$ cat src/rtl/ip_payload_dispatcher_if.sv
// ip_payload_dispatcher_if: downstream channel bus between the dispatcher and the transport decoders
interface ip_payload_dispatcher_if #(
  parameter int N_CH = 2,
  parameter int DATA_W = 32
);
  logic [N_CH-1:0] ch_ready;
  logic [N_CH-1:0] ch_ok;
  logic [N_CH-1:0] ch_fin;
  logic [N_CH-1:0] ch_start;
  logic [DATA_W-1:0] ch_data;
  logic [15:0] ch_len;
  modport master (input ch_ready, ch_ok, ch_fin, output ch_start, ch_data, ch_len);
  modport slave (output ch_ready, ch_ok, ch_fin, input ch_start, ch_data, ch_len);
endinterface

$ cat src/rtl/ip_payload_dispatcher.sv
// ip_payload_dispatcher: buffers IP payload words and routes them to a protocol-selected transport decoder
module ip_payload_dispatcher #(
  parameter int N_CH = 2,
  parameter logic [N_CH*8-1:0] PROTO_TABLE = {8'd17, 8'd6},
  parameter int DATA_W = 32,
  parameter int DEPTH = 8,
  parameter int TIMEOUT = 1024
) (
  input  logic clk,
  input  logic reset,
  input  logic [7:0] protocol,
  input  logic [15:0] len_in,
  input  logic [DATA_W-1:0] data_in,
  input  logic wr_en_in,
  input  logic ok_in,
  input  logic fin_in,
  ip_payload_dispatcher_if.master ch,
  output logic ok,
  output logic fin,
  output logic busy,
  output logic [15:0] drop_cnt
);
  localparam int AW = $clog2(DEPTH);
  localparam int SW = N_CH > 1 ? $clog2(N_CH) : 1;
  localparam int TW = $clog2(TIMEOUT + 1);
  localparam logic [2:0] IDLE = 3'd0, ROUTE = 3'd1, DRAIN = 3'd2, WAIT_CH = 3'd3, DONE = 3'd4;
  logic [2:0] state;
  logic [DATA_W-1:0] mem [DEPTH];
  logic [AW-1:0] wr_ptr, rd_ptr;
  logic [AW:0] count;
  logic [SW-1:0] sel, m_sel;
  logic hit, m_hit, ovf, ok_lat, res;
  logic [TW-1:0] timer;
  logic [15:0] len_q;
  logic accept, full, push, pop, drop, live;
  always_comb begin
    m_hit = 1'b0;
    m_sel = '0;
    for (int i = N_CH - 1; i >= 0; i--)
      if (PROTO_TABLE[8*i +: 8] == protocol) begin
        m_hit = 1'b1;
        m_sel = SW'(i);
      end
  end
  always_comb begin
    accept = wr_en_in && (state == IDLE || state == ROUTE);
    full = count == (AW+1)'(DEPTH);
    push = accept && !full;
    drop = wr_en_in && !push;
    live = count != '0;
    pop = live && (!hit || ch.ch_ready[sel]);
  end
  assign ch.ch_start = hit && live ? N_CH'(1) << sel : '0;
  assign ch.ch_data = hit && live ? mem[rd_ptr] : '0;
  assign ch.ch_len = len_q;
  assign fin = state == DONE;
  assign ok = fin && res;
  assign busy = state != IDLE;
  always_ff @(posedge clk)
    if (push) mem[wr_ptr] <= data_in;
  always_ff @(posedge clk) begin
    if (reset) begin
      state <= IDLE;
      wr_ptr <= '0;
      rd_ptr <= '0;
      count <= '0;
      sel <= '0;
      hit <= 1'b0;
      ovf <= 1'b0;
      ok_lat <= 1'b0;
      res <= 1'b0;
      timer <= '0;
      len_q <= '0;
      drop_cnt <= '0;
    end else begin
      wr_ptr <= wr_ptr + AW'(push);
      rd_ptr <= rd_ptr + AW'(pop);
      count <= count + (AW+1)'(push) - (AW+1)'(pop);
      if (drop && drop_cnt != 16'hFFFF) drop_cnt <= drop_cnt + 16'd1;
      if (accept && full) ovf <= 1'b1;
      case (state)
        IDLE:
          if (wr_en_in) begin
            len_q <= len_in;
            sel <= m_sel;
            hit <= m_hit;
            ok_lat <= ok_in;
            state <= fin_in ? DRAIN : ROUTE;
          end else if (fin_in) begin
            res <= ok_in && !m_hit;
            state <= DONE;
          end
        ROUTE:
          if (fin_in) begin
            ok_lat <= ok_in;
            state <= DRAIN;
          end
        DRAIN:
          if (!live) begin
            timer <= TW'(TIMEOUT);
            res <= ok_lat && !ovf;
            state <= hit ? WAIT_CH : DONE;
          end
        WAIT_CH:
          if (ch.ch_fin[sel]) begin
            res <= ok_lat && ch.ch_ok[sel] && !ovf;
            state <= DONE;
          end else if (timer == '0) begin
            res <= 1'b0;
            state <= DONE;
          end else timer <= timer - TW'(1);
        DONE: begin
          ovf <= 1'b0;
          hit <= 1'b0;
          state <= IDLE;
        end
        default: state <= IDLE;
      endcase
    end
  end
endmodule

$ cat src/flat_wrapper.sv
// flat-port wrapper written by rule: the top's interface ports become plain ports
module ip_payload_dispatcher_flat 
#(
  parameter int N_CH = 2,
  parameter logic [N_CH*8-1:0] PROTO_TABLE = {8'd17, 8'd6},
  parameter int DATA_W = 32,
  parameter int DEPTH = 8,
  parameter int TIMEOUT = 1024
)
  (clk, reset, protocol, len_in, data_in, wr_en_in, ok_in, fin_in, ok, fin, busy, drop_cnt, ch_ch_ready, ch_ch_ok, ch_ch_fin, ch_ch_start, ch_ch_data, ch_ch_len);
  ip_payload_dispatcher_if #(.N_CH(N_CH), .DATA_W(DATA_W)) ch_i ();
  input  logic clk;
  input  logic reset;
  input  logic [7:0] protocol;
  input  logic [15:0] len_in;
  input  logic [DATA_W-1:0] data_in;
  input  logic wr_en_in;
  input  logic ok_in;
  input  logic fin_in;
  output logic ok;
  output logic fin;
  output logic busy;
  output logic [15:0] drop_cnt;
  input wire logic [$bits(ch_i.ch_ready)-1:0] ch_ch_ready;
  input wire logic [$bits(ch_i.ch_ok)-1:0] ch_ch_ok;
  input wire logic [$bits(ch_i.ch_fin)-1:0] ch_ch_fin;
  output wire logic [$bits(ch_i.ch_start)-1:0] ch_ch_start;
  output wire logic [$bits(ch_i.ch_data)-1:0] ch_ch_data;
  output wire logic [$bits(ch_i.ch_len)-1:0] ch_ch_len;
  assign ch_i.ch_ready = ch_ch_ready;
  assign ch_i.ch_ok = ch_ch_ok;
  assign ch_i.ch_fin = ch_ch_fin;
  assign ch_ch_start = ch_i.ch_start;
  assign ch_ch_data = ch_i.ch_data;
  assign ch_ch_len = ch_i.ch_len;
  ip_payload_dispatcher #(.N_CH(N_CH), .PROTO_TABLE(PROTO_TABLE), .DATA_W(DATA_W), .DEPTH(DEPTH), .TIMEOUT(TIMEOUT)) u_core (.clk(clk), .reset(reset), .protocol(protocol), .len_in(len_in), .data_in(data_in), .wr_en_in(wr_en_in), .ok_in(ok_in), .fin_in(fin_in), .ch(ch_i), .ok(ok), .fin(fin), .busy(busy), .drop_cnt(drop_cnt));
endmodule
$ cat config.mk
export PLATFORM = sky130hd
export DESIGN_NAME = ip_payload_dispatcher_flat
export DESIGN_NICKNAME = d
export VERILOG_FILES = /design/src/rtl/ip_payload_dispatcher_if.sv /design/src/rtl/ip_payload_dispatcher.sv /design/src/flat_wrapper.sv
export SDC_FILE = /design/constraint.sdc
export NUM_CORES = 1
export LEC_CHECK = 0
export ABC_AREA = 1
export ABC_CLOCK_PERIOD_IN_PS = 3500
export CAP_MARGIN = 20
export CORE_MARGIN = 1.5
export CORE_UTILIZATION = 35
export CTS_BUF_LIST = sky130_fd_sc_hd__clkbuf_8
export DETAILED_ROUTE_END_ITERATION = 16
export SETUP_SLACK_MARGIN = 0.1
export SYNTH_ARGS = -nofsm -noshare
export SYNTH_HDL_FRONTEND = slang
export SYNTH_SLANG_ARGS = --single-unit
$ cat constraint.sdc
create_clock -name clk -period 3.5 [get_ports clk]
set_input_delay 0.525 -clock clk [delete_from_list [all_inputs] [get_ports clk]]
set_output_delay 0.525 -clock clk [all_outputs]
set_load 0.02 [all_outputs]
Yosys cells after proc, flatten, opt, wreduce, memory -nomap -nowiden. Memories as Yosys holds them, arrays and structs flattened. A register that Yosys moved wholly into a read port is not among the register bits. Index checks and enable logic that the tools add are counted.

Register bits: 61. Memory bits (writable): 256. Output and inout bits: 69. Word-level logic and storage cells: 110. Memories kept: 1.

$add $sub $neg: 6. $lt $le $gt $ge: 1. Equality and inequality tests: 17. Shift operators: 1. Multiplexer cells: 38. Reductions and logical operators: 34.

Memories: u_core.mem (depth 8, bits a word 32, read ports 1, clocked after Yosys merged registers in 1, wr ports 1, line ip_payload_dispatcher.sv:28) `logic [DATA_W-1:0] mem [DEPTH];`.

Operators by type and width (number): $mux 11 (3); $mux 32 (1); $mux 3 (8); $pmux 11 s2 (1); $mux 1 (19); $add 16x1->16 const B (1); $ne 16x16->1 const B (1); $ne 2x2->1 const B (7); $logic_and 1x1->1 (12); $pmux 3 s4 (1); $logic_not 11->1 (1); $sub 11x1->11 const B (1); $eq 3x8->1 const A (1); $eq 5x8->1 const A (1); $reduce_and 4->1 (2); $add 3x1->3 (2); $eq 3x2->1 const B (2); $reduce_bool 2->1 (3); $reduce_bool 3->1 (2); $logic_not 1->1 (5); $reduce_and 5->1 (1); $add 4x1->4 (1); $eq 4x4->1 const B (1); $mux 2 (2); 15 further kinds (18).

Longest topological paths before layout. Gate-level depths: netlist of the first run.

Depth in word-level cells: 8. Mapped depth: 12. Depth with buffers taken out: 12.

Worst setup path before layout of the first run. No wires, ideal clock.

Kind: register to register. Start point: register u_core.state[0]. End point: memory u_core.mem[0][0], enable pin. Library setup time: 0.421 ns. Data arrival time: 2.475 ns. Data required time: 3.079 ns. Slack: 0.604 ns. Stages on the path, launching flop included: 7. Buffers on the path: 0. Period minus slack after synthesis: 2.896 ns. Cell sequence: dfxtp_1 nor2_2 nand2_4 nand2_4 nand3_1 or2_2 nor2_1.

Longest elaborated chain between the ends: 6.

Ends and longest elaborated chain: start, declared (line ip_payload_dispatcher.sv:27) `logic [2:0] state;`; start signal, assigned (line ip_payload_dispatcher.sv:88) `state <= fin_in ? DRAIN : ROUTE;`; start signal, assigned (line ip_payload_dispatcher.sv:102) `state <= hit ? WAIT_CH : DONE;`; $eq 3x1->1 / $logic_not 3->1 (equally long branches) (line ip_payload_dispatcher.sv:46) `accept = wr_en_in && (state == IDLE || state == ROUTE);`; $logic_or 1x1->1 * (line ip_payload_dispatcher.sv:46); $logic_and 1x1->1 * (line ip_payload_dispatcher.sv:46); $logic_and 1x1->1 * (line ip_payload_dispatcher.sv:48) `push = accept && !full;`; $mux 1 * (line ip_payload_dispatcher.sv:60) `if (push) mem[wr_ptr] <= data_in;`; $mux 1 (not written as such) * (line ip_payload_dispatcher.sv:60); end, declared (line ip_payload_dispatcher.sv:28).

Every way passes the cells marked *; elsewhere a longest branch is shown, timed or not.

==> impl_metrics.yaml, run 1 <==
run_status:
  status: "finished, final reports clean"
global_routing:
  met2_usage_pct: 28.4
  use_met1_pct: 21.5
  grt_pass1_wl_mm: 51.6
  grt_use_met3_pct: 5.67
  grt_overflow: 0
  busiest_layer: "met2"
  antenna_found_initial: 2
  grt_start_max_net_pins: 72
  grtUsageTotal_pct: 17.1
  grt_pass1_vias: 9448
yosys:
  synth-compound-area-share_pct: 11.6
  synth-xor-area-share_pct: 1.39
  syn-mean-instance-area_um2: 10.6
  synth_nets: 1329
  async_reset_ff_share_pct: 0
  syn_inst: 1249
  synth_top_area_cell: "edfxtp_1"
  synth_cell_types: 40
  syn_area_um2: 13300
  ys_ff_latch: 317
  synth_mux_area_share_pct: 0
  yosysTopAreaCellShare_pct: 57.9
  yosysWarnings: 0
  synthSimpleGateAreaFrac_pct: 14.8
  synth_edf_count: 256
  synth-main-ff-cell: "edfxtp_1"
  yosys.area_share.adder_pct: 1.28
  synth-seq-area-share_pct: 67.1
  synth_area_leaders: "edfxtp_1, dfxtp_1, nor2_1, o21ai_0, nand2_1"
  synth_top_family_by_area: "simple AND/OR/NAND/NOR gates"
place:
  gp_routability_congestion: 0.820
  dp_hpwl_mm: 18.9
  portBuffers: 135
  place_ws_ns: 0.637
sta:
  whs_ns: 0.326
  post-route-min-period_ns: 3.22
  timing.final.ws_setup_ns: 0.282
  skew_ns: 0.0176
  finalMaxSlewViolations: 0
  tightest_slew_ns: 0.654
  rsz0062_at_grt: "no"
  fmax_mhz: 311
  fin_setup_tns_ns: 0
  setup_viol: 0
  period_share_pct: 92.0
  slew_headroom_pct: 56.4
  final_hold_viol_count: 0
route:
  drc: 0
  postRouteWirelength_mm: 32.8
  dr.pass1.iters: 5
  route.detailed.vias_per_inst: 4.81
  ant_nets: 0
  drt_iter0_markers: 453
  vias: 9415
  routedWlPerCell_um: 16.8
setup_path:
  worst_r2r_path_depth: 7
  endpoint_kind: "primary output"
  cpMaxStageDelayCell: "clkdlybuf4s50_1"
  cp_cell_sequence: "inv_2 > buf_4 > o21ai_0 > a31oi_1 > clkdlybuf4s50_1"
  criticalPathCategory: "flop to primary output"
  critPathArrivalTime_ns: 2.69
  critical-path-max-stage-delay_ns: 0.63
  path_max_fanout: 23
  critPathRequiredTime_ns: 2.97
  start_kind: "flop"
  r2r_setup_slack_ns: 1.20
clock_tree:
  worstSkewPairLatency_ns: 0.61
  cts_num_sinks: 317
  clkTransAtPathRegs_ns: 0.07
  cts_tree: "yes"
  cts_made_buffers: 52
  clockBufferDepth: 3
  h-tree-depth: 2
  cts_hold_buf: 0
  clockRootBuffer: "clkbuf_8"
floorplan:
  start_util_pct: 35.4
  fp-row-count: 71
  die_x_um: 198
  core_area_um2: 37500
  die_area_um2: 39100
  die_y_um: 198
  io_pins: 136
power_and_ir_drop:
  leakage_nw: 6.03
  powerDensity_nw_per_um2: 684
  ir_drop_mv: 0.334
final_layout:
  num_antenna_cells: 0
  syn2layout_area_growth_pct: 24.3
  nets: 1484
  nFillCells: 3569
  drive_gt1_share_pct: 9.13
worst_hold_path:
  min_path_type: "primary input to flop"
  min_path_cells: 2
run:
  maxCapViolCount: 0
## area by class of cell
class | count | area [µm²] | share of cell area [%]
clock buffers | 55 | 757 | 4.59
inverters | 58 | 220 | 1.34
well taps | 511 | 639 | 3.88
multi-input cells | 811 | 3920 | 23.8
flip-flops and latches | 317 | 8920 | 54.1
repair buffers | 164 | 1780 | 10.8
clock inverters | 41 | 269 | 1.63
## flip-flops by register name, indices dropped and copies added (netlist names)
register,cells
u_core.hit,1
u_core.rd_ptr,3
u_core.ok_lat,1
u_core.mem,256
u_core.res,1
u_core.drop_cnt,16
u_core.sel,1
u_core.timer,11
u_core.state,3
u_core.count,4
u_core.ovf,1
u_core.ch.ch_len,16
u_core.wr_ptr,3
## Yosys cell counts, types with 6 or more instances
library cell and n:
nor2_1 292, a21oi_1 43, dfxtp_1 61, nor3_1 6
xnor2_1 10, a31oi_1 32, xor2_1 11, buf_2 13
clkbuf_1 38, buf_1 6, o21ai_1 11, edfxtp_1 256
inv_1 50, ha_1 12, nand2_1 146, o21ai_0 189
nand3_1 24, a21oi_2 7
## kinds of logic after synthesis
family	Yosys count
buffers and inverters	121
adders and majority gates	13
AOI/OAI and AO/OA	289
and+or+nand+nor	488
xor gates and xnor gates	21
DFF	317
## worst max-delay path: cells and delay by family (launching register included)
kind | cells | cell delay [ns]
AOI/OAI and AO/OA | 2 | 0.34
buffers and inverters | 3 | 1.38
DFF | 1 | 0.34
## layout by cell type, fill, tap and decap left out, types with 2 or more instances in the layout
cell type        instances
buf_6                    3
buf_16                   2
edfxtp_1               256
buf_4                   15
dlymetal6s2s_1          18
dlygate4sd2_1            2
dfxtp_4                  2
nand3_2                  3
nand4_1                  3
nand2_2                  2
inv_1                   73
inv_2                    4
o21ai_0                189
clkdlybuf4s50_1        113
nor3b_1                  2
ha_1                    12
o21ai_1                 11
clkinv_2                 3
bufinv_16                4
a21oi_2                  7
nand3_1                 24
xnor2_1                 10
or2_2                    2
nor2_4                  10
a21oi_1                 43
xor2_1                  11
nor3_1                   6
clkinv_1                13
buf_12                   9
clkbuf_8                55
nand2_1                146
a31oi_1                 32
o21bai_1                 2
nand2_4                  2
nor2_2                   2
nor2_1                 283
dfxtp_1                 59
nand3b_1                 2
## worst paths after layout
kind | from | end
worst max register to register | u_core.state[0] | u_core.mem[4][7]
worst min register to register | u_core.ch.ch_len[3] | u_core.ch.ch_len[3]
worst max-delay path | u_core.rd_ptr[2] | ch_ch_data[5]
worst min-delay path | reset | u_core.ch.ch_len[2]
## power by group
part | internal [mW] | switching [mW] | leakage [nW]
clock | 1.74 | 1.46 | 0.600
combinational | 1.24 | 2.19 | 2.62
sequential | 4.45 | 0.200 | 2.81
total | 7.43 | 3.85 | 6.03
## routing by layer
metal / up-vias / wire (µm)
met3: 50 / 2430
met1: 4465 / 14500
li1: 4647 / -
met2: 249 / 15400
met4: 4 / 517
met5: - / 23
## timing repair
item	CTS	global route
setup buffers	2	2
resized for setup	3	20
endpoints found under the setup margin	30	27
pin swaps	0	0
## metrics by stage
step / cells / power [mW] / utilization [%] / instance area (µm²)
floorplan: 1249 / 6.88 / - / 13300
global placement: 1857 / 8.05 / 40.9 / 15300
detailed placement: 1857 / 8.11 / 40.9 / 15300
CTS: 1955 / 11.4 / 43.8 / 16400
global route: 1957 / 12.1 / 44.0 / 16500
finish: 1957 / 11.3 / 44.0 / 16500
Note: power is estimated with default switching activity, not from simulation.
==> run 2: changes to the inputs <==
CAP_MARGIN = 0   (was 20)
==> results of run 2 <==
Final layout, timing and power as in run 1 (identical DEF).
==> run 3: changes to the inputs <==
CORE_ASPECT_RATIO = 0.6   (was default)
==> run 3 against run 2 <==
Against the previous run:
- final area fell by 0.39%
- utilization fell by 0.19 points
- power fell by 0.35%
- via count rose by 0.93%
- fmax fell by 2.2%
- sequential share of layout area rose by 0.21 points
- critical endpoint is now ch_ch_data[23]
- largest cell class unchanged
- largest power group unchanged
==> impl_metrics.yaml, run 3 (synthesis gave the netlist of run 1 again) <==
global_routing:
  antenna_found_initial: 1
  grt_pass1_vias: 8980
  grtUsageTotal_pct: 17.2
  grt_pass1_wl_mm: 52.2
  grt_overflow: 0
  grt_start_max_net_pins: 95
floorplan:
  die_x_um: 254
  core_area_um2: 37500
  start_util_pct: 35.4
  io_pins: 136
  die_y_um: 154
  fp-row-count: 55
  die_area_um2: 39100
route:
  drc: 0
  routedWlPerCell_um: 17.4
  dr.pass1.iters: 5
  postRouteWirelength_mm: 34.0
  route.detailed.vias_per_inst: 4.88
  drt_iter0_markers: 900
  ant_nets: 0
  vias: 9503
setup_path:
  worst-path-buf-inv: 3
  cp_cell_sequence: "clkinv_2 > buf_16 > o21ai_0 > o21ai_1 > o21ai_0 > a31oi_1 > clkdlybuf4s50_1"
  endpoint_kind: "primary output"
  crit_top_cell: "o21ai_0"
  path_delay_family: "buffers and inverters"
  critical-path-max-stage-delay_ns: 0.59
  start_kind: "flop"
  cp-endpoint: "ch_ch_data[23]"
  r2r_setup_slack_ns: 1.16
  rr_endpoint: "u_core.mem[1][13]"
  path_depth: 7
  cp-startpoint: "u_core.rd_ptr[0]"
  worst_r2r_path_depth: 8
  critPathRequiredTime_ns: 2.97
  cpMaxStageDelayCell: "clkdlybuf4s50_1"
  path_max_fanout: 47
  critPathArrivalTime_ns: 2.77
  criticalPathCategory: "flop to primary output"
  r2r-start: "u_core.state[0]"
sta:
  fmax_mhz: 304
  slew_headroom_pct: 51.5
  timing.final.ws_setup_ns: 0.210
  fin_setup_tns_ns: 0
  tightest_slew_ns: 0.727
  finalMaxSlewViolations: 0
  final_hold_viol_count: 0
  rsz0062_at_grt: "yes"
  setup_viol: 0
  skew_ns: 0.0361
  period_share_pct: 94.0
  post-route-min-period_ns: 3.29
clock_tree:
  cts_num_sinks: 317
  h-tree-depth: 2
  cts_hold_buf: 0
  clockBufferDepth: 3
  clkTransAtPathRegs_ns: 0.06
  clockRootBuffer: "clkbuf_8"
  cts_tree: "yes"
  cts_made_buffers: 49
  worstSkewPairLatency_ns: 0.62
final_layout:
  nets: 1476
  syn2layout_area_growth_pct: 23.8
  top_register: "u_core.mem"
  drive_gt1_share_pct: 9.06
  final_cells: 1948
  mostFrequentLayoutCells: "nor2_1, edfxtp_1, o21ai_0, nand2_1, clkdlybuf4s50_1"
  final_common_cell: "nor2_1"
  num_antenna_cells: 0
  largest_reg_flops: 256
  final_area_um2: 16400
power_and_ir_drop:
  leakage_nw: 6.03
  powerDensity_nw_per_um2: 684
  ir_drop_mv: 0.335
place:
  dp_hpwl_mm: 19.6
  dp_cells: 1855
  postPlaceCellArea_um2: 15300
  gp_routability_congestion: 0.836
  place_ws_ns: 0.678
  portBuffers: 135
run_status:
  status: "finished, final reports clean"
worst_hold_path:
  min_path_type: "primary input to flop"
run:
  maxCapViolCount: 0
run 3: where the power goes:
part / internal [mW] / switching, mW
registers: 4.45 / 0.187
logic: 1.22 / 2.27
clock network: 1.61 / 1.50
run 3: per-layer routing:
layer	vias to the layer above	global-route usage, %	routed length (µm)
met3	56	3.25	1870
met5	-	0	0
met2	227	24.4	14100
met1	4601	26.6	17400
met4	0	4.45	560
li1	4619	-	-
run 3: how the worst min path moves through the flow:
| stage | startpoint | endpoint | slack [ns] | depth (start not counted) |
|---|---|---|---|---|
| finish | reset | u_core.timer[9] | 0.32 | 4 |
| global route | reset | u_core.timer[9] | 0.31 | 4 |
| CTS | reset | u_core.timer[9] | 0.29 | 4 |
| detailed placement | u_core.timer[0] | u_core.timer[0] | 0.45 | 1 |
| global placement | u_core.timer[0] | u_core.timer[0] | 0.44 | 1 |
| floorplan | u_core.timer[0] | u_core.timer[0] | 0.43 | 1 |
run 3: worst reg2reg max path, cell delays in order (launching register included):
cell	delay [ns]
dfxtp_1	0.37
nor2_2	0.20
nand2_4	0.09
nand2_4	0.10
nand3_1	0.11
inv_1	0.12
nand2_1	0.24
nor2_4	0.51
buf_12	0.28
run 3: metrics by stage:
stage,util (%),hold WS [ns],power [mW]
2_1_floorplan,-,0.425,6.88
3_3_place_gp,40.8,0.442,8.04
4_1_cts,43.5,0.293,11.3
5_1_grt,43.8,0.310,12.0
6_report,43.8,0.325,11.2
3_5_place_dp,40.8,0.445,8.08
run 3: cell type report:
type / instances / area [µm²]
fillers: 3515 / 21100
flip-flops and latches: 317 / 8920
multi-input cells: 811 / 3920
repair buffers: 159 / 1760
clock buffers: 52 / 716
well taps: 513 / 642
clock inverters: 38 / 253
inverters: 58 / 220
run 3: repair_timing:
item / in CTS / in global routing
endpoints found under the setup margin: 15 / 25
setup buffers: 1 / 0
cloned: 0 / 2
gates resized for setup: 4 / 25
